==> src/rtl/bram_arb_pkg.sv <==
// Shared defaults and types for the block-RAM port arbiter: default widths,
// requester-id width helper and the tagged read-response record.
package bram_arb_pkg;

    localparam int DEF_NREQ = 4;
    localparam int DEF_AW   = 11;
    localparam int DEF_DW   = 8;

    function automatic int id_w(input int n);
        return (n > 1) ? $clog2(n) : 1;
    endfunction

    localparam int DEF_IDW = id_w(DEF_NREQ);

    typedef struct packed {
        logic [DEF_IDW-1:0] id;
        logic [DEF_DW-1:0]  data;
    } rsp_t;

endpackage

==> src/rtl/bram_arb_rsp_fifo.sv <==
// Small synchronous FIFO holding tagged read responses; show-ahead output
// with a live occupancy count that the arbiter uses for read credit.
module bram_arb_rsp_fifo
    import bram_arb_pkg::*;
#(
    parameter type T      = rsp_t,
    parameter int  DEPTH  = 4,
    localparam int PW     = $clog2(DEPTH),
    localparam int CW     = PW + 1
) (
    input  logic          clk,
    input  logic          reset_n,
    input  logic          push,
    input  T              din,
    input  logic          pop,
    output T              dout,
    output logic          valid,
    output logic [CW-1:0] count
);

    T             mem [DEPTH];
    logic [PW-1:0] wptr;
    logic [PW-1:0] rptr;
    logic          do_pop;

    assign valid  = (count != '0);
    assign do_pop = pop && valid;
    assign dout   = valid ? mem[rptr] : '0;

    always_ff @(posedge clk or negedge reset_n) begin
        if (!reset_n) begin
            wptr  <= '0;
            rptr  <= '0;
            count <= '0;
        end else begin
            if (push)
                wptr <= wptr + 1'b1;
            if (do_pop)
                rptr <= rptr + 1'b1;
            case ({push, do_pop})
                2'b10:   count <= count + 1'b1;
                2'b01:   count <= count - 1'b1;
                default: count <= count;
            endcase
        end
    end

    // Storage carries no reset; dout is masked to zero while empty.
    always_ff @(posedge clk) begin
        if (push)
            mem[wptr] <= din;
    end

    // Read credit accounting upstream must keep the FIFO from overflowing.
    no_push_when_full_a: assert property (@(posedge clk) disable iff (!reset_n)
        !(push && (count == CW'(DEPTH))));

endmodule

==> src/rtl/bram_port_arbiter.sv <==
// Round-robin arbiter sharing one block-RAM port between NREQ requesters, with
// registered port drive and a credit-limited tagged response FIFO.
// Optional BRAM_ARB_PRIO_EN: requester 0 gets strict priority over the RR search.
module bram_port_arbiter
    import bram_arb_pkg::*;
#(
    parameter int  NREQ      = DEF_NREQ,
    parameter int  AW        = DEF_AW,
    parameter int  DW        = DEF_DW,
    parameter int  RSP_DEPTH = 4,
    localparam int IDW       = id_w(NREQ)
) (
    input  logic               CLK,
    input  logic               reset_n,
    input  logic [NREQ-1:0]    req_valid,
    output logic [NREQ-1:0]    req_ready,
    input  logic [NREQ-1:0]    req_we,
    input  logic [NREQ*AW-1:0] req_addr,
    input  logic [NREQ*DW-1:0] req_wdata,
    output logic               ram_en,
    output logic               ram_we,
    output logic               ram_ssr,
    output logic [AW-1:0]      ram_addr,
    output logic [DW-1:0]      ram_din,
    input  logic [DW-1:0]      ram_dout,
    output logic               rsp_valid,
    input  logic               rsp_ready,
    output logic [DW-1:0]      rsp_data,
    output logic [IDW-1:0]     rsp_id
);

    localparam int CW = $clog2(RSP_DEPTH) + 1;
    localparam int SW = IDW + 1;

    typedef struct packed {
        logic [IDW-1:0] id;
        logic [DW-1:0]  data;
    } rsp_entry_t;

    logic             active;
    logic [IDW-1:0]   ptr;
    logic             rd_ok;
    logic [NREQ-1:0]  elig;
    logic [NREQ-1:0]  grant;
    logic [IDW-1:0]   gidx;
    logic             hs;
    logic             adv;
    logic [SW-1:0]    sum;
    logic [IDW-1:0]   idx;
    logic             rd_vld_p1;
    logic             rd_vld_p2;
    logic [IDW-1:0]   rd_id_p1;
    logic [IDW-1:0]   rd_id_p2;
    logic [CW-1:0]    fifo_cnt;
    rsp_entry_t       push_ent;
    rsp_entry_t       pop_ent;

    // A read may only issue if its response is guaranteed a FIFO slot.
    assign rd_ok = (int'(fifo_cnt) + int'(rd_vld_p1) + int'(rd_vld_p2)) < RSP_DEPTH;
    assign elig  = {NREQ{active}} & (req_we | {NREQ{rd_ok}});

    always_comb begin
        grant = '0;
        gidx  = '0;
        hs    = 1'b0;
        adv   = 1'b0;
        sum   = '0;
        idx   = '0;
`ifdef BRAM_ARB_PRIO_EN
        if (req_valid[0] && elig[0]) begin
            grant[0] = 1'b1;
            hs       = 1'b1;
        end
`endif
        for (int k = 0; k < NREQ; k++) begin
            sum = SW'(ptr) + SW'(k);
            if (sum >= SW'(NREQ))
                sum = sum - SW'(NREQ);
            idx = sum[IDW-1:0];
            if (!hs && req_valid[idx] && elig[idx]) begin
                grant[idx] = 1'b1;
                gidx       = idx;
                hs         = 1'b1;
                adv        = 1'b1;
            end
        end
    end

    assign req_ready = grant;

    // active keeps grants off while reset is asserted despite the combinational path.
    always_ff @(posedge CLK or negedge reset_n) begin
        if (!reset_n) begin
            active <= 1'b0;
            ptr    <= '0;
        end else begin
            active <= 1'b1;
            if (adv)
                ptr <= (gidx == IDW'(NREQ - 1)) ? '0 : gidx + 1'b1;
        end
    end

    always_ff @(posedge CLK or negedge reset_n) begin
        if (!reset_n) begin
            ram_en    <= 1'b0;
            ram_we    <= 1'b0;
            ram_addr  <= '0;
            ram_din   <= '0;
            rd_vld_p1 <= 1'b0;
            rd_id_p1  <= '0;
            rd_vld_p2 <= 1'b0;
            rd_id_p2  <= '0;
        end else begin
            // S1: RAM port drive
            ram_en <= hs;
            ram_we <= hs & req_we[gidx];
            if (hs) begin
                ram_addr <= req_addr[int'(gidx)*AW +: AW];
                ram_din  <= req_wdata[int'(gidx)*DW +: DW];
            end
            rd_vld_p1 <= hs & ~req_we[gidx];
            rd_id_p1  <= gidx;
            // S2: RAM data valid, tag travels alongside
            rd_vld_p2 <= rd_vld_p1;
            rd_id_p2  <= rd_id_p1;
        end
    end

    assign ram_ssr  = 1'b0;
    assign push_ent = {rd_id_p2, ram_dout};

    bram_arb_rsp_fifo #(
        .T     (rsp_entry_t),
        .DEPTH (RSP_DEPTH)
    ) u_rsp_fifo (
        .clk     (CLK),
        .reset_n (reset_n),
        .push    (rd_vld_p2),
        .din     (push_ent),
        .pop     (rsp_ready),
        .dout    (pop_ent),
        .valid   (rsp_valid),
        .count   (fifo_cnt)
    );

    assign rsp_data = pop_ent.data;
    assign rsp_id   = pop_ent.id;

endmodule
==> config.mk <==
export PLATFORM = sky130hd
export DESIGN_NAME = bram_port_arbiter
export DESIGN_NICKNAME = d
export VERILOG_FILES = /design/src/rtl/bram_arb_pkg.sv /design/src/rtl/bram_arb_rsp_fifo.sv /design/src/rtl/bram_port_arbiter.sv
export SDC_FILE = /design/constraint.sdc
export NUM_CORES = 1
export LEC_CHECK = 0
export CORE_UTILIZATION = 30
export DETAILED_ROUTE_END_ITERATION = 6
export SYNTH_ARGS = -nofsm -noshare
export SYNTH_HDL_FRONTEND = slang
export SYNTH_SLANG_ARGS = --single-unit
export TNS_END_PERCENT = 10
==> constraint.sdc <==
create_clock -name CLK -period 7 [get_ports CLK]
set_input_delay 1.05 -clock CLK [delete_from_list [all_inputs] [get_ports CLK]]
set_output_delay 1.05 -clock CLK [all_outputs]
set_load 0.005 [all_outputs]
==> metrics.csv, run 1 <==
stage,metric,value,unit
min_path,hold_end,rd_id_p2[1]$_DFF_PN0_,
drt,wire_per_inst,17.5,um
critical_path,cp_num_cells,9,
min_path,whs_path_depth,0,
cts,htree_levels,3,
timing,fin_worst_skew,0.00812,ns
cts,clk_path_buf_depth,2,
critical_path,worst_path_most_repeated_cell,clkdlybuf4s50_1,
critical_path,worst-path-buf-inv,2,
timing,hold_violations,0,
timing,grt_setup_unrepaired,false,
global_route,antenna_found_initial,0,
cts,cts_buffers,9,
critical_path,r2r_slack,2.66,ns
timing,finalSetupViolCount,0,
power_and_ir_drop,leakage,2.40,nW
place,dpl_cell_area,6020,um2
synth,synthFlopType,edfxtp_1,
place,hpwl,9.11,mm
critical_path,cp_max_fo,21,
critical_path,r2r_end,ram_addr[10]$_DFFE_PN0P_,
cts,postCtsHoldBufs,0,
power_and_ir_drop,vdd_drop_max,0.154,mV
timing,max_freq,195,MHz
drt,dr.pass1.iters,7,
timing,maxSlewHeadroom,22.9,%
synth,synth_top_family_by_area,compound AO/OA/AOI/OAI gates,
critical_path,path_delay_family,compound AO/OA/AOI/OAI gates,
synth,syn_area_per_cell,11.3,um2
cts,worstSkewPairLatency,0.33,ns
cts,cts_root_buf,clkbuf_16,
timing,report.final.slew_viol_count,0,
floorplan,die_area,16000,um2
critical_path,reg2reg_from,ptr[0]$_DFFE_PN0P_,
timing,tns,0,ns
critical_path,worstPathRequired,5.95,ns
synth,synth_compound_area_share,19.2,%
place,io_buffers,130,
drt,vias_per_cell,5.16,
synth,synth_area,4640,um2
synth,synthSimpleGateAreaFrac,15.0,%
drt,drcViolationCount,0,
synth,syn_nets,516,
synth,synth_top_area_share,25.9,%
drt,wirelength,12.6,mm
synth,synth_area_leader_cell,edfxtp_1,
synth,ys_types,67,
cts,clk_pin_slew,0.06,ns
floorplan,fp.dieW,126,um
drt,ant_nets,0,
layout,finalNetCount,632,
cts,tritoncts,done,
layout,diodes,0,
floorplan,core_area,15100,um2
synth,synth_edf_count,40,
flow_run,drv_cap,0,
floorplan,io_pins,132,
synth,synth_area_leaders,"edfxtp_1, dfrtp_1, mux2i_1, mux4_2, and2_1",
synth,synth_xor_area_share,1.32,%
critical_path,crit_chain,clkdlybuf4s50_1 > mux2i_1 > a211o_1 > a2111oi_4 > o211a_1 > nand2_1 > o21ai_0 > a221o_1 > clkdlybuf4s50_1,
global_route,grt.overflow.total,0,
synth,synth_fa_ha_area_share,3.13,%
synth,synthArstFlopShare,48.1,%
layout,final_area,6340,um2
floorplan,start_util,30.6,%
global_route,grt_pass1_wl,20.1,mm
cts,cts_setup_buffers,0,
critical_path,arrival,4.07,ns
synth,ys_warn_count,0,
timing,fin_crit,5.12,ns
status,outcome,"finished, final reports clean",
place,gp_routability_congestion,0.792,
critical_path,crit_path_start_kind,input port,
critical_path,cpPeakStageDelay,0.68,ns
min_path,hold_path_class,flip-flop to flip-flop,
synth,synth.area.mux_share,10.4,%
global_route,grt_usage,16.3,%
cts,cts_resized,0,
critical_path,cp_slowest_cell,o211a_1,
timing,tightest_slew,1.13,ns
synth,ys_seq_area_share,45.8,%
global_route,grt_max_degree,38,
drt,via_count,3708,
critical_path,critPathCaptureType,primary output,
layout,drive_gt1_share,11.1,%
layout,area_delta_synth_final,36.6,%
timing,finalCritPeriodShare,73.2,%
min_path,hp-start,rd_id_p1[1]$_DFF_PN0_,
power_and_ir_drop,powerDensity,441,nW/um2
critical_path,crit_type,input port to primary output,
global_route,grt_pass1_vias,3816,
critical_path,rr_worst_depth,9,
drt,drtIter0Drc,154,
floorplan,rows,45,
synth,syn_inst,410,
cts,clock_sinks,77,
synth,synth_seq_cells,77,
floorplan,die_y,126,um
## synthesized netlist by cell type, types with 2 or more instances
library cell,instances
ha_1,10
nor2_1,26
a21oi_2,2
a211oi_1,18
buf_4,6
dfrtp_1,37
buf_1,3
nand3_1,28
and2_0,6
edfxtp_1,40
mux2i_1,24
a2111oi_2,6
o221ai_1,3
a21o_1,2
mux4_2,10
a22oi_1,3
a211oi_2,3
and2_1,30
conb_1,2
buf_6,6
a221oi_2,2
a21oi_1,22
o211ai_1,2
buf_2,4
clkbuf_1,8
xnor2_1,3
o21ai_0,5
inv_1,14
xor2_1,4
a2111oi_0,13
nand2_1,30
nor2b_1,3
## placed cells by master, fill, tap and decap left out, types with 4 or more instances in the layout
cell type / n
xor2_1: 4
mux2i_1: 23
nand3_1: 28
dfrtp_1: 37
inv_1: 14
a2111oi_2: 6
a21oi_1: 22
o21ai_0: 5
ha_1: 10
edfxtp_1: 40
a211oi_1: 18
nor2_1: 26
and2_1: 30
a2111oi_0: 13
clkbuf_16: 9
nand2_1: 30
clkdlybuf4s50_1: 129
and2_0: 6
mux4_2: 10
## metal layers
| layer | vias to the layer above | wire length, um | global-route usage, % |
|---|---|---|---|
| li1 | 1768 | - | - |
| met1 | 1767 | 5320 | 19.7 |
| met2 | 152 | 6130 | 28.0 |
| met3 | 21 | 884 | 4.39 |
| met4 | 0 | 269 | 5.74 |
| met5 | - | 0 | 0 |
## per-stage QoR
step                util (%)  total power (W)  setup WS (ns)  hold WS, ns  instances
finish                  41.8          0.00280           1.88        0.350        719
global route            41.8          0.00300           1.71        0.355        719
CTS                     41.8          0.00283           1.88        0.349        719
detailed placement      39.8          0.00233           1.90        0.338        703
global placement        39.8          0.00229           1.94        0.338        703
floorplan                  -          0.00180           3.52        0.331        410
## kinds of logic (layout without fill, tap and decap cells)
group,after synthesis,in the layout
simple gates,136,136
fa+ha+maj,11,11
compound gates,100,100
buf+inv,42,163
mux,35,35
xor+xnor,7,7
flops,77,77
other cells,2,2
## where the power goes
part           total, W  switching, W  internal [W]
Sequential     0.000778      0.000138      0.000640
Clock          0.000492      0.000180      0.000312
Combinational   0.00153      0.000795      0.000732
Total           0.00280       0.00111       0.00168
## registers in the layout, summed over array words and instances (netlist names)
signal            cells
u_rsp_fifo.mem       40
ram_addr             11
ram_din               8
u_rsp_fifo.count      3
ptr                   2
rd_id_p1              2
rd_id_p2              2
u_rsp_fifo.rptr       2
u_rsp_fifo.wptr       2
active                1
ram_en                1
ram_we                1
rd_vld_p1             1
rd_vld_p2             1
## area by class of cell
class	count	area (um2)
clock inverter	6	86.3
multi-input combinational	291	2290
sequential	77	2130
inverter	15	56.3
clock buffer	10	229
fill	1456	8810
tap	188	235
timing repair buffer	132	1310
## worst max path at each step
stage | from | to | slack, ns
after global placement | req_valid[3] | req_ready[1] | 1.94
final | req_valid[3] | req_ready[1] | 1.88
after global routing | req_valid[3] | req_ready[1] | 1.71
after floorplan | req_valid[2] | req_ready[1] | 3.52
after CTS | req_valid[3] | req_ready[1] | 1.88
after detailed placement | req_valid[3] | req_ready[1] | 1.90
Power figures use the tool's default switching activity.
==> run 2, diff against run 1 <==
Clock period 7 ns to 4.8 ns, I/O delays scaled along.
==> run 2 against run 1 <==
Effect of this change: hold slack worse by 0.0016 ns; non-clock buffer count is 5 higher; critical path type is now flip-flop to primary output; largest cell class unchanged; final cell count is 0.70% higher.
==> metrics.csv, run 2 (synthesized netlist as in run 1, its figures left out) <==
stage,metric,value,unit
floorplan,start_util,30.6,%
min_path,hp-start,rd_id_p1[1]$_DFF_PN0_,
floorplan,io_pins,132,
cts,postCtsHoldBufs,0,
cts,cts_root_buf,clkbuf_16,
critical_path,critPathLaunch,ptr[0]$_DFFE_PN0P_,
global_route,gr-usage-met3,5.44,%
floorplan,die_y,126,um
critical_path,reg2reg_from,ptr[0]$_DFFE_PN0P_,
critical_path,cp_max_fo,23,
timing,tightest_slew,0.934,ns
critical_path,arrival,3.50,ns
floorplan,die_area,16000,um2
layout,finalNetCount,637,
floorplan,rows,45,
timing,max_freq,237,MHz
global_route,grt_pass1_vias,3947,
critical_path,crit_end,req_ready[2],
drt,drcViolationCount,0,
critical_path,crit_type,flip-flop to primary output,
timing,tns,0,ns
layout,final_cell_mix,"clkdlybuf4s50_1, edfxtp_1, dfrtp_1, nand2_1, and2_1",
timing,grt_setup_unrepaired,false,
power_and_ir_drop,powerDensity,633,nW/um2
floorplan,fp.dieW,126,um
timing,setup_slack,0.576,ns
timing,report.final.slew_viol_count,0,
timing,fin_crit,4.22,ns
timing,hold_violations,0,
power_and_ir_drop,vdd_drop_max,0.218,mV
global_route,use_met2,29.3,%
critical_path,critPathCaptureType,primary output,
min_path,hold_path_class,flip-flop to flip-flop,
global_route,grt_usage,16.8,%
drt,vias_per_cell,5.20,
critical_path,r2r_end,ram_din[6]$_DFFE_PN0P_,
cts,cts_buffers,9,
critical_path,worstPathRequired,4.08,ns
cts,clk_path_buf_depth,2,
layout,largest_reg_flops,40,
power_and_ir_drop,leakage,2.40,nW
status,outcome,"finished, final reports clean",
global_route,grt_pass1_wl,20.6,mm
cts,clock_sinks,77,
layout,reg_top3,"u_rsp_fifo.mem (40), ram_addr (11), ram_din (8)",
drt,via_count,3766,
cts,tritoncts,done,
flow_run,drv_cap,0,
drt,wire_per_inst,17.7,um
cts,clk_pin_slew,0.06,ns
timing,finalSetupViolCount,0,
critical_path,crit_path_start_kind,flip-flop,
global_route,grtUsageMet1,19.0,%
layout,ff_latch_area,2130,um2
layout,drive_gt1_share,11.9,%
layout,diodes,0,
floorplan,core_area,15100,um2
cts,cts_setup_buffers,0,
critical_path,r2r_slack,0.94,ns
global_route,grt.overflow.total,0,
timing,finalCritPeriodShare,88.0,%
drt,wirelength,12.8,mm
layout,regMostFlops,u_rsp_fifo.mem,
cts,worstSkewPairLatency,0.34,ns
drt,drtIter0Drc,256,
layout,multi_input_area,2290,um2
global_route,grt_max_degree,38,
layout,area_delta_synth_final,36.4,%
critical_path,rr_worst_depth,10,
global_route,grt.busiest_layer,met2,
layout,nFillCells,1439,
drt,ant_nets,0,
timing,maxSlewHeadroom,37.8,%
cts,cts_resized,0,
drt,dr.pass1.iters,6,
power_and_ir_drop,power.total,0.00401,W
place,io_buffers,130,
global_route,antenna_found_initial,0,
place,dpl_worst_slack,0.721,ns
place,hpwl,9.35,mm
place,gp_routability_congestion,0.826,
cts,htree_levels,3,
layout,final_common_cell,clkdlybuf4s50_1,
timing,fin_worst_skew,0.00973,ns
## run 2: cell count changes in the layout (fill, tap and decap cells not counted), sizes merged
cell and delta:
bufinv -2, buf +5, clkinvlp +1, clkinv +1
## run 2: per-layer routing
layer | wire length (um) | part of all wire, % | vias up
met3 | 887 | 6.9 | 23
li1 | - | - | 1779
met4 | 325 | 2.5 | 0
met1 | 5310 | 41 | 1823
met2 | 6320 | 49 | 141
met5 | 0 | 0 | -
## run 2: stage by stage
stage / cell area [um2] / std cells / utilization (%) / hold slack, ns
4_1_cts: 6330 / 724 / 41.8 / 0.355
6_report: 6330 / 724 / 41.8 / 0.349
5_1_grt: 6330 / 724 / 41.8 / 0.360
2_1_floorplan: 4640 / 410 / - / 0.331
3_3_place_gp: 6060 / 708 / 40.0 / 0.333
3_5_place_dp: 6060 / 708 / 40.0 / 0.339
## run 2: worst min path at each step
stage,endpoint,slack [ns],depth (start not counted)
after floorplan,rd_id_p2[0]$_DFF_PN0_,0.33,0
after global placement,rd_id_p2[1]$_DFF_PN0_,0.33,0
after detailed placement,rd_id_p2[0]$_DFF_PN0_,0.34,0
after CTS,rd_id_p2[1]$_DFF_PN0_,0.35,0
after global routing,rd_id_p2[1]$_DFF_PN0_,0.36,0
final,rd_id_p2[1]$_DFF_PN0_,0.35,0
## run 2: worst max-delay path, stage by stage (launching register included)
cell,delay (ns)
dfrtp_1,0.90
mux2i_1,0.21
a211oi_2,0.44
o21a_2,0.26
nor2_1,0.07
nor2_1,0.43
a22oi_1,0.17
o221ai_1,0.13
clkdlybuf4s50_1,0.54
## run 2: area by class of cell
| type | instances | area share [%] |
|---|---|---|
| clock buffers | 10 | 3.62 |
| clock inverters | 6 | 0.613 |
| inverters | 15 | 0.890 |
| multi-input cells | 291 | 36.2 |
| flip-flops and latches | 77 | 33.6 |
| well taps | 188 | 3.72 |
| repair buffers | 137 | 21.3 |
## run 2: where the power goes
group	leakage, nW	switching, W	total [W]	internal [W]
logic	1.47	0.00115	0.00224	0.00110
registers	0.800	0.000209	0.00114	0.000933
clock network	0.130	0.000274	0.000623	0.000349
==> run 3, diff against run 2 <==
Settings changed: SYNTH_HIERARCHICAL set to 1.
Clock period 4.8 ns to 4.64 ns, I/O delays scaled along.
==> run 3 against run 2 <==
Effect of this change: hold slack got worse by 0.0019 ns; critical endpoint is now req_ready[3]; area after synthesis fell by 12%; synthesized cell count decreased by 36%; clock-buffer cell count up 1; wire length decreased by 27%; power down 3.0%; critical path type unchanged; clock power is 27% higher; combinational power is 12% lower; largest power group unchanged; sequential share of layout area up 2.6 points; largest cell class is now flip-flops and latches.
==> metrics.csv, run 3 <==
stage,metric,value,unit
drt,dr.pass1.iters,4,
critical_path,reg2reg_from,rd_vld_p2$_DFF_PN0_,
timing,fin_worst_skew,0.00405,ns
layout,drive_gt1_share,18.0,%
synth,ys_types,54,
synth,synth_area_leader_cell,edfxtp_1,
cts,clock_sinks,77,
drt,wire_per_inst,16.2,um
floorplan,die_y,118,um
critical_path,crit_path_start_kind,flip-flop,
drt,ant_nets,0,
layout,final_common_cell,clkdlybuf4s50_1,
cts,clk_pin_slew,0.06,ns
cts,postCtsHoldBufs,0,
layout,nFillCells,1221,
cts,worstSkewPairLatency,0.32,ns
synth,synthFlopType,edfxtp_1,
floorplan,start_util,30.7,%
place,gp_routability_congestion,0.848,
power_and_ir_drop,power.switching,0.00124,W
power_and_ir_drop,leakage,2.23,nW
synth,syn_area_per_cell,15.5,um2
layout,multi_input_area,1810,um2
synth,synthArstFlopShare,48.1,%
drt,drcViolationCount,0,
global_route,grt_pass1_wl,15.0,mm
cts,htree_levels,3,
power_and_ir_drop,clkPwrFrac,20.3,%
layout,area_delta_synth_final,44.1,%
power_and_ir_drop,internal_power,0.00265,W
power_and_ir_drop,power_frac_comb,50.4,%
cts,cts_buffers,9,
critical_path,arrival,3.48,ns
place,io_buffers,130,
global_route,grt_max_degree,38,
critical_path,rr_worst_depth,10,
critical_path,critPathCaptureType,primary output,
place,dpl_cell_area,5530,um2
cts,cts_root_buf,clkbuf_16,
power_and_ir_drop,p_seq_share,29.2,%
power_and_ir_drop,switching_share,31.8,%
place,dpl_worst_slack,0.571,ns
synth,synth_top_area_share,29.5,%
synth,synth_edf_count,40,
floorplan,die_area,14000,um2
timing,hold_violations,0,
drt,drtIter0Drc,193,
timing,maxSlewHeadroom,29.8,%
critical_path,critPathLaunch,rd_vld_p2$_DFF_PN0_,
critical_path,crit_type,flip-flop to primary output,
layout,ff_latch_area,2130,um2
critical_path,r2r_end,ram_we$_DFF_PN0_,
timing,report.final.slew_viol_count,0,
critical_path,crit_end,req_ready[3],
power_and_ir_drop,vdd_drop_max,0.328,mV
flow_run,drv_cap,0,
synth,synth_area_leaders,"edfxtp_1, dfrtp_1, mux4_2, mux2_4, ha_1",
cts,cts_resized,0,
cts,tritoncts,done,
layout,final_cell_mix,"clkdlybuf4s50_1, edfxtp_1, dfrtp_1, mux4_2, and2_1",
min_path,hold_path_class,flip-flop to flip-flop,
drt,vias_per_cell,4.79,
layout,final_area,5870,um2
floorplan,core_area,13200,um2
synth,ys_warn_count,6,
timing,fin_crit,4.17,ns
timing,tightest_slew,1.05,ns
floorplan,fp.dieW,118,um
timing,grt_setup_unrepaired,false,
timing,setup_slack,0.469,ns
layout,diodes,0,
timing,finalSetupViolCount,0,
cts,clk_path_buf_depth,2,
layout,largest_reg_flops,40,
cts,cts_setup_buffers,0,
global_route,antenna_found_initial,0,
synth,synth_area,4070,um2
timing,finalCritPeriodShare,89.9,%
status,outcome,"finished, final reports clean",
global_route,grt_usage,14.1,%
drt,wirelength,9.34,mm
power_and_ir_drop,powerDensity,663,nW/um2
synth,synth.most_common_cell,edfxtp_1,
timing,tns,0,ns
layout,finalNetCount,500,
critical_path,cp_max_fo,9,
synth,syn_nets,369,
timing,max_freq,240,MHz
critical_path,worstPathRequired,3.94,ns
layout,reg_top3,"u_rsp_fifo/mem (40), ram_addr (11), ram_din (8)",
global_route,grt_pass1_vias,2962,
critical_path,r2r_slack,0.60,ns
drt,via_count,2755,
layout,regMostFlops,u_rsp_fifo/mem,
synth,syn_inst,263,
floorplan,io_pins,132,
layout,final_util,44.3,%
global_route,grt.overflow.total,0,
place,hpwl,6.84,mm
synth,synth_seq_cells,77,
synth,synth_common_cells,"edfxtp_1, dfrtp_1, mux4_2",
floorplan,rows,42,
synth,ys_seq_area_share,52.3,%
-- run 3: changes by cell type in the layout (fill, tap and decap cells not counted), sizes merged, moves of 4 or more --
cell and delta:
a2111oi -20, a21oi -23, mux4 +19, buf -4, nand2 -15, mux2 +20, nor2 -23, a222oi +4
mux2i -20, and2 -20, a211oi -20, nand3 -25
-- run 3: metrics by stage --
stage | power [W] | cells | hold WS, ns
after floorplan | 0.00245 | 263 | 0.331
after global placement | 0.00310 | 559 | 0.335
after detailed placement | 0.00313 | 559 | 0.335
after CTS | 0.00395 | 575 | 0.348
after global routing | 0.00415 | 575 | 0.353
final | 0.00389 | 575 | 0.347
-- run 3: cells by family after synthesis --
group	after synthesis	synth area share, %
XOR/XNOR	7	1.51
buffers and inverters	25	3.17
other	2	0.185
AO/OA/AOI/OAI	34	8.33
AND/OR/NAND/NOR	53	6.86
flip-flops	77	52.3
multiplexers	54	24.1
adder cells (fa/ha/maj)	11	3.57
-- run 3: worst min-delay path by stage --
stage / start / end / slack [ns] / depth (start not counted)
CTS: rd_id_p1[0]$_DFF_PN0_ / rd_id_p2[0]$_DFF_PN0_ / 0.35 / 0
finish: rd_id_p1[0]$_DFF_PN0_ / rd_id_p2[0]$_DFF_PN0_ / 0.35 / 0
global route: rd_id_p1[0]$_DFF_PN0_ / rd_id_p2[0]$_DFF_PN0_ / 0.35 / 0
detailed placement: rd_id_p1[0]$_DFF_PN0_ / rd_id_p2[0]$_DFF_PN0_ / 0.33 / 0
floorplan: rd_id_p1[0]$_DFF_PN0_ / rd_id_p2[0]$_DFF_PN0_ / 0.33 / 0
global placement: rd_id_p1[1]$_DFF_PN0_ / rd_id_p2[1]$_DFF_PN0_ / 0.34 / 0
-- run 3: layer usage --
| metal | vias up | share of wire (%) | routed length, um | global-route usage [%] |
|---|---|---|---|---|
| met5 | - | 0 | 0 | 0 |
| met4 | 0 | 1.0 | 94 | 4.43 |
| met3 | 8 | 9.0 | 842 | 6.56 |
| met2 | 128 | 51 | 4770 | 24.2 |
| met1 | 1336 | 39 | 3630 | 15.4 |
| li1 | 1283 | - | - | - |
-- run 3: worst max-delay path, cell delays in order (launching register included) --
cell and delay, ns:
dfrtp_1 0.46, ha_1 0.36, a211oi_4 0.47, o21ai_1 0.24
mux2i_1 0.24, mux2i_1 0.36, nor2_1 0.16, a222oi_1 0.31
nand2_1 0.09, clkdlybuf4s50_1 0.45
-- run 3: power groups by stage --
stage / Clock, W / Sequential, W / Combinational [W]
after floorplan: 0 / 0.00109 / 0.00136
final: 0.000791 / 0.00114 / 0.00196
after global placement: 0 / 0.00114 / 0.00196
after global routing: 0.000849 / 0.00117 / 0.00213
after detailed placement: 0 / 0.00115 / 0.00199
after CTS: 0.000817 / 0.00114 / 0.00199
-- run 3: layout make-up --
class / instances / area share, %
Clock buffer: 11 / 3.97
Clock inverter: 5 / 1.83
Inverter: 12 / 0.768
Multi-Input combinational cell: 161 / 30.9
Sequential cell: 77 / 36.3
Tap cell: 176 / 3.75
Timing Repair Buffer: 133 / 22.5
